===== src/rtl/screen_pkg.sv =====
// screen_pkg: shared state encodings and winner codes for the LED racer screens
package screen_pkg;
    localparam int WIN_W = 3;
    typedef enum logic [1:0] {
        S_MENU = 2'd0,
        S_GAME = 2'd1,
        S_END  = 2'd2
    } state_t;
    typedef enum logic [WIN_W-1:0] {
        W_NONE   = 3'd0,
        W_GREEN  = 3'd1,
        W_RED    = 3'd2,
        W_BLUE   = 3'd3,
        W_YELLOW = 3'd4
    } winner_t;
endpackage


===== src/rtl/winner_detect.sv =====
// winner_detect: flags any finished player and picks the winner, green > red > blue > yellow
module winner_detect
    import screen_pkg::*;
#(
    parameter int MAX_POS = 109,
    localparam int PW = $clog2(MAX_POS)
) (
    input  logic [PW-1:0] red_pos_i,
    input  logic [PW-1:0] blue_pos_i,
    input  logic [PW-1:0] green_pos_i,
    input  logic [PW-1:0] yellow_pos_i,
    output logic          finish_any_o,
    output winner_t       winner_o
);
    localparam logic [PW-1:0] LAST = PW'(MAX_POS - 1);

    always_comb begin
        winner_o     = (green_pos_i  == LAST) ? W_GREEN  :
                       (red_pos_i    == LAST) ? W_RED    :
                       (blue_pos_i   == LAST) ? W_BLUE   :
                       (yellow_pos_i == LAST) ? W_YELLOW : W_NONE;
        finish_any_o = (winner_o != W_NONE);
    end
endmodule


===== src/rtl/screen_sequencer.sv =====
// screen_sequencer: selects menu/game/end screen, switching only on strip frame boundaries
module screen_sequencer
    import screen_pkg::*;
#(
    parameter int MAX_POS         = 109,
    parameter int END_HOLD_FRAMES = 150,
    localparam int PW = $clog2(MAX_POS),
    localparam int CW = $clog2(END_HOLD_FRAMES + 1)
) (
    input  logic             clk,
    input  logic             rst_n,
    input  logic             start_btn,
    input  logic             frame_done,
    input  logic [PW-1:0]    red_pos,
    input  logic [PW-1:0]    blue_pos,
    input  logic [PW-1:0]    green_pos,
    input  logic [PW-1:0]    yellow_pos,
    output logic             menu_en,
    output logic             game_en,
    output logic             end_en,
    output logic [WIN_W-1:0] winner,
    output logic             game_clear
);
    state_t          state_q, state_d, tgt_q, tgt_d, req_tgt;
    winner_t         winner_q, winner_d, det_winner;
    logic            pend_q, pend_d, btn_q, req, finish_any, hold_done;
    logic [CW-1:0]   cnt_q, cnt_d, cnt_inc;
    logic [2:0]      en_q, en_d;
    logic            clear_q, clear_d;

    winner_detect #(.MAX_POS(MAX_POS)) u_wd (
        .red_pos_i    (red_pos),
        .blue_pos_i   (blue_pos),
        .green_pos_i  (green_pos),
        .yellow_pos_i (yellow_pos),
        .finish_any_o (finish_any),
        .winner_o     (det_winner)
    );

    always_ff @(posedge clk or negedge rst_n) begin
        if (!rst_n) begin
            state_q <= S_MENU;
            tgt_q   <= S_MENU;
            pend_q  <= 1'b0;
        end else begin
            state_q <= state_d;
            tgt_q   <= tgt_d;
            pend_q  <= pend_d;
        end
    end

    // A request meeting frame_done applies at once; otherwise it waits in pend_q/tgt_q
    always_comb begin
        req       = ~pend_q & ((state_q == S_MENU) ? (start_btn & ~btn_q) :
                               (state_q == S_GAME) ? finish_any : 1'b0);
        req_tgt   = (state_q == S_MENU) ? S_GAME : S_END;
        cnt_inc   = cnt_q + 1'b1;
        hold_done = (state_q == S_END) && frame_done && (cnt_inc == CW'(END_HOLD_FRAMES));
        state_d   = hold_done           ? S_MENU  :
                    (frame_done && req)    ? req_tgt :
                    (frame_done && pend_q) ? tgt_q   : state_q;
        pend_d    = frame_done ? 1'b0 : (pend_q | req);
        tgt_d     = req ? req_tgt : tgt_q;
    end

    // Outputs are registered from the next state so they track state_q exactly
    always_comb begin
        en_d     = {state_d == S_MENU, state_d == S_GAME, state_d == S_END};
        clear_d  = (state_d == S_GAME) && (state_q != S_GAME);
        winner_d = ((state_d == S_MENU) && (state_q != S_MENU)) ? W_NONE     :
                   (req && (state_q == S_GAME))                 ? det_winner : winner_q;
        cnt_d    = ((state_d == S_END) && (state_q == S_END)) ? (frame_done ? cnt_inc : cnt_q) : '0;
    end

    always_ff @(posedge clk or negedge rst_n) begin
        if (!rst_n) begin
            en_q     <= 3'b100;
            clear_q  <= 1'b0;
            winner_q <= W_NONE;
            cnt_q    <= '0;
            btn_q    <= 1'b0;
        end else begin
            en_q     <= en_d;
            clear_q  <= clear_d;
            winner_q <= winner_d;
            cnt_q    <= cnt_d;
            btn_q    <= start_btn;
        end
    end

    assign {menu_en, game_en, end_en} = en_q;
    assign game_clear = clear_q;
    assign winner     = winner_q;
endmodule


===== config.mk =====
export PLATFORM = sky130hd
export DESIGN_NAME = screen_sequencer
export DESIGN_NICKNAME = d
export VERILOG_FILES = /design/src/rtl/screen_pkg.sv /design/src/rtl/winner_detect.sv /design/src/rtl/screen_sequencer.sv
export SDC_FILE = /design/constraint.sdc
export NUM_CORES = 1
export LEC_CHECK = 0
export CORE_UTILIZATION = 46
export DETAILED_ROUTE_END_ITERATION = 10
export PLACE_DENSITY = 0.79
export SETUP_SLACK_MARGIN = 0.5
export SLEW_MARGIN = 25
export SYNTH_ARGS = -nofsm -noshare
export SYNTH_HDL_FRONTEND = slang
export SYNTH_SLANG_ARGS = --single-unit

===== constraint.sdc =====
create_clock -name clk -period 2.3 [get_ports clk]
set_clock_uncertainty 0.2 [all_clocks]
set_input_delay 0.23 -clock clk [delete_from_list [all_inputs] [get_ports clk]]
set_output_delay 0.23 -clock clk [all_outputs]
set_load 0.02 [all_outputs]

## Word level (Yosys, flattened, before mapping)

Index checks and enable logic that the tools add are counted.

| word-level totals | value |
|---|---|
| bits of input ports | 32 |
| output and inout port bits | 7 |
| register bits | 21 |
| logic and storage cells | 53 |

| operators by class | value |
|---|---|
| equality and inequality tests | 11 |
| bitwise logic cells | 5 |
| multiplexer cells | 15 |
| reduce and logical (&&, ||, !) cells | 13 |
| add/sub/neg operators | 1 |

Operators by type and width:

| kind | number |
|---|---|
| $eq A7 B7 Y1 const B | 4 |
| $mux W3 | 6 |
| $mux W8 | 2 |
| $add A8 B1 Y8 const B | 1 |
| $eq A8 B8 Y1 const B | 1 |
| $logic_and A1 B1 Y1 | 8 |
| $mux W2 | 4 |
| $eq A2 B1 Y1 const B | 2 |
| $eq A2 B2 Y1 const B | 2 |
| $logic_not A2 Y1 | 2 |
| $reduce_bool A2 Y1 | 2 |
| $mux W1 | 3 |
| $reduce_bool A3 Y1 | 1 |
| $and A1 B1 Y1 | 2 |
| $ne A2 B1 Y1 const B | 1 |
| $ne A2 B2 Y1 const B | 1 |
| $not A1 Y1 | 2 |
| $or A1 B1 Y1 | 1 |

## Depth between registers and ports, before layout

Gate-level depths: netlist of run 1.

| depth | value |
|---|---|
| depth in word-level cells | 15 |
| mapped depth | 6 |
| gate-level depth less buffers | 6 |

## By module

Synthesis of run 1 repeated with hierarchy kept, for this count alone.

| unflattened totals | value |
|---|---|
| cells, all modules | 122 |
| area total of the unflattened synthesis | 1,253.7 um^2 |

Modules (own cells, without submodules):

| module | sequential area each (um^2) | cells each | times used | area an instance (um^2) |
|---|---|---|---|---|
| screen_sequencer | 526.8 | 105 | 1 | 1,131.1 |
| winner_detect | 0.0 | 17 | 1 | 122.6 |

## Worst setup path before layout of run 1

No wires, ideal clock.

| timing path | value |
|---|---|
| path kind | register to register |
| start | register cnt_q[0] |
| end | register clear_q, in the netlist game_clear |
| clock period less this slack | 2,040 ps |
| buffers on the path | 0 |
| data required time | 1,966 ps |
| stages on the path, launching flop included | 7 |
| arrival | 1,706 ps |
| slack | 260 ps |
| library setup time | 134 ps |
| path through | dfrtp_1 ha_1 nand3_1 o21a_1 a2111o_1 o21ai_0 nor3_1 |

| between the ends | value |
|---|---|
| cells in the longest elaborated chain, start to end | 6 |

RTL lines:

| what | line | RTL |
|---|---|---|
| start, declared | screen_sequencer.sv:27 | `logic [CW-1:0] cnt_q, cnt_d, cnt_inc;` |
| start signal, assigned | screen_sequencer.sv:86 | `cnt_q <= cnt_d;` |
| $add A8 B1 Y8 | screen_sequencer.sv:57 | `cnt_inc = cnt_q + 1'b1;` |
| $eq A8 B8 Y1 | screen_sequencer.sv:58 | `hold_done = (state_q == S_END) && frame_done && (cnt_inc == CW'(END_HOLD_FRAMES));` |
| $logic_and A1 B1 Y1 | screen_sequencer.sv:58 |  |
| $mux W2 | screen_sequencer.sv:59 | `state_d = hold_done ? S_MENU :` |
| $eq A2 B1 Y1 | screen_sequencer.sv:69 | `clear_d = (state_d == S_GAME) && (state_q != S_GAME);` |
| $logic_and A1 B1 Y1 | screen_sequencer.sv:69 |  |
| named net clear_d | screen_sequencer.sv:29 | `logic clear_q, clear_d;` |
| end signal, assigned | screen_sequencer.sv:84 | `clear_q <= clear_d;` |
| end, declared | screen_sequencer.sv:29 |  |

The timed path passes the listed nets, and every way through them passes these cells.
A chain may end at the register's enable or synchronous reset.

## Worst setup path in the final report of run 1

| timing path | value |
|---|---|
| start | register cnt_q[1] |
| end | register cnt_q[3] |

| between the ends | value |
|---|---|
| cells in the longest elaborated chain, start to end | 7 |
| elaborated cells on any way between the ends | 9 |
| classes of those cells | 1 x add/sub; 3 x eq/ne; 3 x mux; 2 x reduce/logical |

RTL lines:

| what | line | RTL |
|---|---|---|
| $add A8 B1 Y8 (*) | screen_sequencer.sv:57 |  |
| $eq A8 B8 Y1 | screen_sequencer.sv:58 |  |
| $logic_and A1 B1 Y1 | screen_sequencer.sv:58 |  |
| $mux W2 | screen_sequencer.sv:59 |  |
| $eq A2 B2 Y1 | screen_sequencer.sv:72 | `cnt_d = ((state_d == S_END) && (state_q == S_END)) ? (frame_done ? cnt_inc : cnt_q) : '0;` |
| $logic_and A1 B1 Y1 | screen_sequencer.sv:72 |  |
| $ne A2 B2 Y1 (no line) or $mux W8 (tied branches) | -- |  |

Mark *: on every way between the ends. The rest lies on a longest branch, timed or not. The select of a mux whose other input is x is not followed.

==> flow_metrics.py, run 1 <==
metrics = {
    "place": {
        "hpwl_mm": 2.58,
        "placed_area_mm2": 0.00174,
        "port_buffers": 38,
        "gp_congestion": 0.841,
        "dp_cells": 210,
    },
    "sta": {
        "relSlewSlack": 0.459,
        "max_freq_mhz": 469,
        "fin_tns_setup_ns": 0,
        "timing.hold.ws_ns": 0.0498,
        "worst_slew_pin_slew_ns": 0.803,
        "finalMaxSlewViolations": 0,
        "finalSetupViolations": 0,
        "finalCritPeriodShare": 0.927,
        "hold_viol": 0,
        "rsz0062_at_grt": "yes",
        "min_period_ns": 2.13,
    },
    "power_and_ir_drop": {
        "fin_total_pwr_mw": 1.15,
        "p_comb_frac": 0.404,
        "p_leak_nw": 0.750,
        "p_int_uw": 757,
        "pwr_density_cell_mw_per_mm2": 624,
        "seqPwrFrac": 0.445,
        "peakVddDrop_v": 0.000750,
        "power_frac_clock": 0.150,
        "swShare": 0.345,
        "power.switching_uw": 398,
    },
    "synthesis": {
        "synth_edf_count": 0,
        "synth_cells": 137,
        "synthTopCellsByArea": "dfrtp_1 40%, nor2_1 6.3%, nand2_1 5.4%",
        "yosys_warnings": 0,
        "yosysTopAreaCellShare": 0.397,
        "yosys.area.top_type": "dfrtp_1",
        "synth.ff_latch_count": 21,
        "ys_types": 43,
        "ys_seq_area_frac": 0.418,
        "synth_async_sr_flop_share": 1.00,
        "syn-num-nets": 171,
        "avgSynthCellArea_um2": 9.21,
        "synth_area_mm2": 0.00126,
        "synth_flop_cell": "dfrtp_1",
    },
    "final_layout": {
        "num-fill-cells": 183,
        "final_area_mm2": 0.00185,
        "area_growth_pct": 46.8,
        "final_common_cell": "clkdlybuf4s50_1",
        "final_cells": 218,
        "final_nets": 223,
        "diodes": 0,
        "layout_common_cells": "37 x clkdlybuf4s50_1, 20 x nor2_1, 19 x dfrtp_1",
        "drive_above_1_share": 0.170,
    },
    "setup_path": {
        "path_class": "register to register",
        "path_depth": 6,
        "slowest_stage": "a2111o_2",
        "reg2regPathDepth": 6,
        "cp_max_fo": 5,
        "cp_data_arrival_time_ns": 2.12,
        "cp-end-kind": "register",
        "cp_slowest_stage_delay_ns": 0.56,
        "required_ns": 2.28,
        "worstSetupStartpointType": "register",
        "crit_end": "cnt_q[3]$_DFFE_PN0P_",
        "r2r_start": "cnt_q[1]$_DFFE_PN0P_",
        "timing.rr.end": "cnt_q[3]$_DFFE_PN0P_",
        "path_cells": "ha_4 > nand3_2 > o21a_1 > a2111o_2 > o22ai_4 > nor2_1",
        "critPathTopFamily": "compound AO/OA/AOI/OAI gates",
        "startpoint": "cnt_q[1]$_DFFE_PN0P_",
        "crit_buf_inv": 0,
        "ff2ff_setup_slack_ns": 0.17,
    },
    "cts": {
        "numCtsBuffers": 3,
        "cts-htree-levels": 1,
        "cts_buffer_depth": 2,
        "postCtsHoldBufs": 0,
        "cts_sinks": 21,
        "clk_latency_ns": 0.30,
        "cts-root-buf": "clkbuf_4",
        "clk_pin_slew_ns": 0.11,
        "cts_tree": "built",
    },
    "detailed_routing": {
        "drtIter0Drc": 34,
        "vias": 1225,
        "drc": 0,
        "viasPerCell": 5.62,
        "wirelength_mm": 3.37,
        "drtAntennaViolNets": 0,
        "drt-pass1-iter-count": 4,
        "wl_per_cell_um": 15.4,
    },
    "die": {
        "die_w_um": 54.4,
        "core_mm2": 0.00254,
        "die_area_mm2": 0.00296,
        "num_io_pins": 39,
        "fp.dieH_um": 54.4,
        "start_util": 0.496,
        "row_count": 18,
    },
    "global_route": {
        "grt_pass1_wl_mm": 5.36,
        "grt_max_degree": 12,
        "grt_usage": 0.255,
        "grt_pass1_vias": 1166,
        "antenna_found_initial": 0,
        "grt_overflow": 0,
    },
    "run": {
        "maxCapViolCount": 0,
    },
    "min_path": {
        "hold_path.class": "input pin to asynchronous set/reset pin",
    },
    "status": {
        "outcome": "finished clean",
    },
}
Yosys cell counts, drive strengths merged (2+ instances only):
cell type and instances:
a21oi 2, xor2 5, mux2i 2, nor3 3
a31oi 2, nand2 18, nor3b 2, nand3 8
inv 5, nand4 3, nor2 21, o22ai 2
and3 2, nand2b 2, buf 2, o21a 2
o21ai 3, ha 2, dfrtp 20, xnor2 5
and4b 4, a41oi 2, nor4 5
timing repair:
item | 4_1_cts | 5_1_grt
setup buffers | 3 | 0
pin swaps | 8 | 5
resized for setup | 5 | 6
setup endpoints to repair | 18 | 17
gates cloned | 1 | 0
kinds of logic (layout without fill, tap and decap cells):
| kind of cell | after synthesis | in the layout | share of synthesized area |
|---|---|---|---|
| adder cells (fa/ha/maj) | 2 | 2 | 0.0198 |
| buffers and inverters | 8 | 58 | 0.0278 |
| flip-flops | 21 | 21 | 0.418 |
| AND/OR/NAND/NOR | 74 | 74 | 0.306 |
| multiplexers | 2 | 2 | 0.0159 |
| XOR/XNOR | 10 | 10 | 0.0694 |
| AO/OA/AOI/OAI | 20 | 21 | 0.144 |
final cells by class:
type / instances / area [um2] / share of cell area
clock buffer: 4 / 26.3 / 0.0142
inverter: 5 / 18.8 / 0.0101
multi-input combinational: 109 / 779 / 0.421
sequential: 21 / 528 / 0.285
tap: 30 / 37.5 / 0.0203
timing repair buffer: 49 / 462 / 0.249
worst min-delay path by stage:
stage / startpoint / end / slack, ns / cells after the start
after floorplan: rst_n / btn_q$_DFF_PN0_ / -0.27 / 0
after global placement: tgt_q[1]$_DFFE_PN0N_ / tgt_q[1]$_DFFE_PN0N_ / 0.32 / 1
after detailed placement: tgt_q[1]$_DFFE_PN0N_ / tgt_q[1]$_DFFE_PN0N_ / 0.34 / 1
after CTS: rst_n / tgt_q[1]$_DFFE_PN0N_ / 0.06 / 1
after global routing: rst_n / tgt_q[1]$_DFFE_PN0N_ / 0.07 / 1
final: rst_n / tgt_q[0]$_DFFE_PN0N_ / 0.05 / 1
power groups by stage:
stage	clock network, mW	logic (mW)	registers, mW
3_5_place_dp	0	0.441	0.520
6_report	0.174	0.467	0.514
5_1_grt	0.192	0.508	0.522
2_1_floorplan	0	0.199	0.560
4_1_cts	0.179	0.450	0.512
3_3_place_gp	0	0.433	0.515
per-stage QoR:
step           setup WS [ns]   util
6_report               0.168  0.728
5_1_grt                0.113  0.728
4_1_cts                0.210  0.717
3_5_place_dp           0.136  0.685
3_3_place_gp           0.219  0.685
2_1_floorplan          0.338      -
flip-flops by register name, indices dropped and copies added, names as in the netlist:
name and flops:
pend_q 1, en_q 3, game_clear 1, tgt_q 2, btn_q 1, cnt_q 8, winner 3, state_q 2
layer usage:
layer	GRT usage	wire length (um)	part of all wire
met3	0.0583	144	0.043
met4	0.0385	0	0
met5	0.0417	0	0
met1	0.323	1460	0.43
met2	0.443	1760	0.52
(Power assumes the default switching activity.)
==> inputs of run 2 (changes only) <==
--- a/config.mk
+++ b/config.mk
@@ -6,6 +6,7 @@
 export NUM_CORES = 1
 export LEC_CHECK = 0
 export CORE_UTILIZATION = 46
+export CTS_CLUSTER_SIZE = 8
 export DETAILED_ROUTE_END_ITERATION = 10
 export PLACE_DENSITY = 0.79
 export SETUP_SLACK_MARGIN = 0.5
==> results of run 2 <==
Same layout as run 1: the final DEF is identical, and so are final timing and power.
==> inputs of run 3 (changes only) <==
--- a/config.mk
+++ b/config.mk
@@ -5,10 +5,10 @@
 export SDC_FILE = /design/constraint.sdc
 export NUM_CORES = 1
 export LEC_CHECK = 0
-export CORE_UTILIZATION = 46
+export CORE_UTILIZATION = 49
 export CTS_CLUSTER_SIZE = 8
 export DETAILED_ROUTE_END_ITERATION = 10
-export PLACE_DENSITY = 0.79
+export PLACE_DENSITY = 0.83
 export SETUP_SLACK_MARGIN = 0.5
 export SLEW_MARGIN = 25
 export SYNTH_ARGS = -nofsm -noshare
==> constraint.sdc (replaced) <==
create_clock -name clk -period 2.7 [get_ports clk]
set_clock_uncertainty 0.2 [all_clocks]
set_input_delay 0.27 -clock clk [delete_from_list [all_inputs] [get_ports clk]]
set_output_delay 0.27 -clock clk [all_outputs]
set_load 0.02 [all_outputs]
==> run 3 against run 2 <==
  * Flip-flop and latch count did not move
  * Global-route usage increased by 0.81 points
  * Count of clock-buffer cells in the layout stayed put
  * First-iteration DRC count increased by 100%
  * Highest routed layer is now met4
  * Cell area down 4.1%
  * Register-to-register slack improved by 0.33 ns
  * Worst setup slack improved by 0.33 ns
  * Core utilization shrank 0.39 points
  * Routed wire length down 0.48%
  * Non-clock buffer count shrank 7
  * Power down 16%
  * Critical endpoint is now cnt_q[0]$_DFFE_PN0P_
  * Sequential power is 15% lower
  * Critical path type unchanged
==> flow_metrics.py, run 3 (synthesis results as in run 1) <==
metrics = {
    "cts": {
        "numCtsBuffers": 3,
        "cts_sinks": 21,
        "postCtsHoldBufs": 0,
        "cts_tree": "built",
        "cts-root-buf": "clkbuf_4",
        "cts_buffer_depth": 2,
        "clk_pin_slew_ns": 0.11,
        "cts-htree-levels": 1,
        "clk_latency_ns": 0.30,
    },
    "power_and_ir_drop": {
        "p_comb_frac": 0.394,
        "p_int_uw": 638,
        "peakVddDrop_v": 0.000447,
        "power_frac_clock": 0.154,
        "power.switching_uw": 327,
        "pwr_density_cell_mw_per_mm2": 543,
        "p_leak_nw": 0.709,
        "swShare": 0.339,
        "seqPwrFrac": 0.452,
    },
    "setup_path": {
        "cp_slowest_stage_delay_ns": 0.55,
        "required_ns": 2.69,
        "cp_data_arrival_time_ns": 2.19,
        "path_class": "register to register",
        "slowest_stage": "a2111o_1",
        "cp_max_fo": 5,
        "path_cells": "ha_4 > xor2_1 > nand3_1 > a2111o_1 > o22ai_4 > nor2_1",
        "crit_buf_inv": 0,
        "critPathTopFamily": "compound AO/OA/AOI/OAI gates",
        "worstSetupStartpointType": "register",
        "cp-end-kind": "register",
    },
    "detailed_routing": {
        "drc": 0,
        "drtIter0Drc": 68,
        "wirelength_mm": 3.35,
        "drtAntennaViolNets": 0,
        "drt-pass1-iter-count": 4,
        "viasPerCell": 5.71,
        "wl_per_cell_um": 15.9,
        "vias": 1205,
    },
    "final_layout": {
        "area_growth_pct": 40.9,
        "num-fill-cells": 176,
        "final_common_cell": "clkdlybuf4s50_1",
        "diodes": 0,
        "layout_common_cells": "38 x clkdlybuf4s50_1, 19 x nor2_1, 18 x nand2_1, 18 x dfrtp_1, 8 x nand3_1",
        "largest_reg_flops": 8,
        "drive_above_1_share": 0.116,
        "final_nets": 216,
        "largest-register": "cnt_q",
    },
    "global_route": {
        "grt_overflow": 0,
        "antenna_found_initial": 0,
        "grt_pass1_wl_mm": 5.23,
        "grt_max_degree": 22,
        "grt_usage": 0.263,
        "grt_pass1_vias": 1175,
    },
    "die": {
        "die_w_um": 52.7,
        "die_area_mm2": 0.00278,
        "core_mm2": 0.00245,
        "start_util": 0.514,
        "fp.dieH_um": 52.7,
        "num_io_pins": 39,
        "row_count": 18,
    },
    "sta": {
        "finalMaxSlewViolations": 0,
        "fin_ws_ns": 0.502,
        "max_freq_mhz": 455,
        "min_period_ns": 2.20,
        "fin_tns_setup_ns": 0,
        "finalCritPeriodShare": 0.814,
        "worst_slew_pin_slew_ns": 0.640,
        "finalSetupViolations": 0,
        "relSlewSlack": 0.569,
        "rsz0062_at_grt": "yes",
        "hold_viol": 0,
        "timing.hold.ws_ns": 0.0906,
    },
    "min_path": {
        "hold_path.class": "input pin to asynchronous set/reset pin",
    },
    "place": {
        "hpwl_mm": 2.42,
        "gp_congestion": 0.864,
        "dp_worst_setup_slack_ns": 0.365,
        "port_buffers": 38,
    },
    "status": {
        "outcome": "finished clean",
    },
    "run": {
        "maxCapViolCount": 0,
    },
}
==> run 3: what timing repair did <==
item / 4_1_cts / 5_1_grt
pin swaps: 1 / 6
resized for setup: 4 / 7
cloned: 1 / 0
endpoints found under the hold margin: 0 / 0
setup endpoints to repair: 16 / 16
buffers inserted: 0 / 1
==> run 3: through the flow <==
| step | power, mW | instances | util | instance area, um2 |
|---|---|---|---|---|
| 2_1_floorplan | 0.643 | 137 | - | 1260 |
| 3_3_place_gp | 0.797 | 205 | 0.687 | 1690 |
| 3_5_place_dp | 0.812 | 205 | 0.687 | 1690 |
| 4_1_cts | 0.972 | 210 | 0.707 | 1740 |
| 5_1_grt | 1.03 | 211 | 0.724 | 1780 |
| 6_report | 0.965 | 211 | 0.724 | 1780 |
==> run 3: area by class of cell <==
| class | instances | area (um2) | area share |
|---|---|---|---|
| clock buffer | 4 | 26.3 | 0.0148 |
| tap | 30 | 37.5 | 0.0211 |
| inverter | 5 | 18.8 | 0.0106 |
| sequential | 21 | 529 | 0.298 |
| timing repair buffer | 42 | 410 | 0.231 |
| multi-input combinational | 109 | 754 | 0.425 |
==> run 3: final timing paths <==
| kind | cells past startpoint | start | to | slack [ns] |
|---|---|---|---|---|
| hold / removal | 2 | rst_n | cnt_q[2]$_DFFE_PN0P_ | 0.09 |
| setup reg to reg | 6 | cnt_q[1]$_DFFE_PN0P_ | cnt_q[0]$_DFFE_PN0P_ | 0.50 |
| setup / recovery | 6 | cnt_q[1]$_DFFE_PN0P_ | cnt_q[0]$_DFFE_PN0P_ | 0.50 |
| hold reg to reg | 1 | tgt_q[1]$_DFFE_PN0N_ | tgt_q[1]$_DFFE_PN0N_ | 0.35 |
| min in group clk | 1 | start_btn | btn_q$_DFF_PN0_ | 0.26 |
| max in group asynchronous | 2 | rst_n | en_q[2]$_DFF_PN1_ | 1.94 |
==> run 3: routing by layer <==
layer	track usage	vias to the layer above	share of wire
met4	0.0921	0	0.0093
met1	0.322	573	0.41
met2	0.443	44	0.52
met5	0	-	0
met3	0.0667	7	0.065
li1	-	581	-
==> run 3: power groups by stage <==
stage	Clock [mW]	Combinational (mW)	Sequential (mW)
floorplan	0	0.166	0.477
global placement	0	0.356	0.441
detailed placement	0	0.369	0.443
CTS	0.157	0.378	0.436
global route	0.169	0.414	0.447
finish	0.149	0.380	0.436
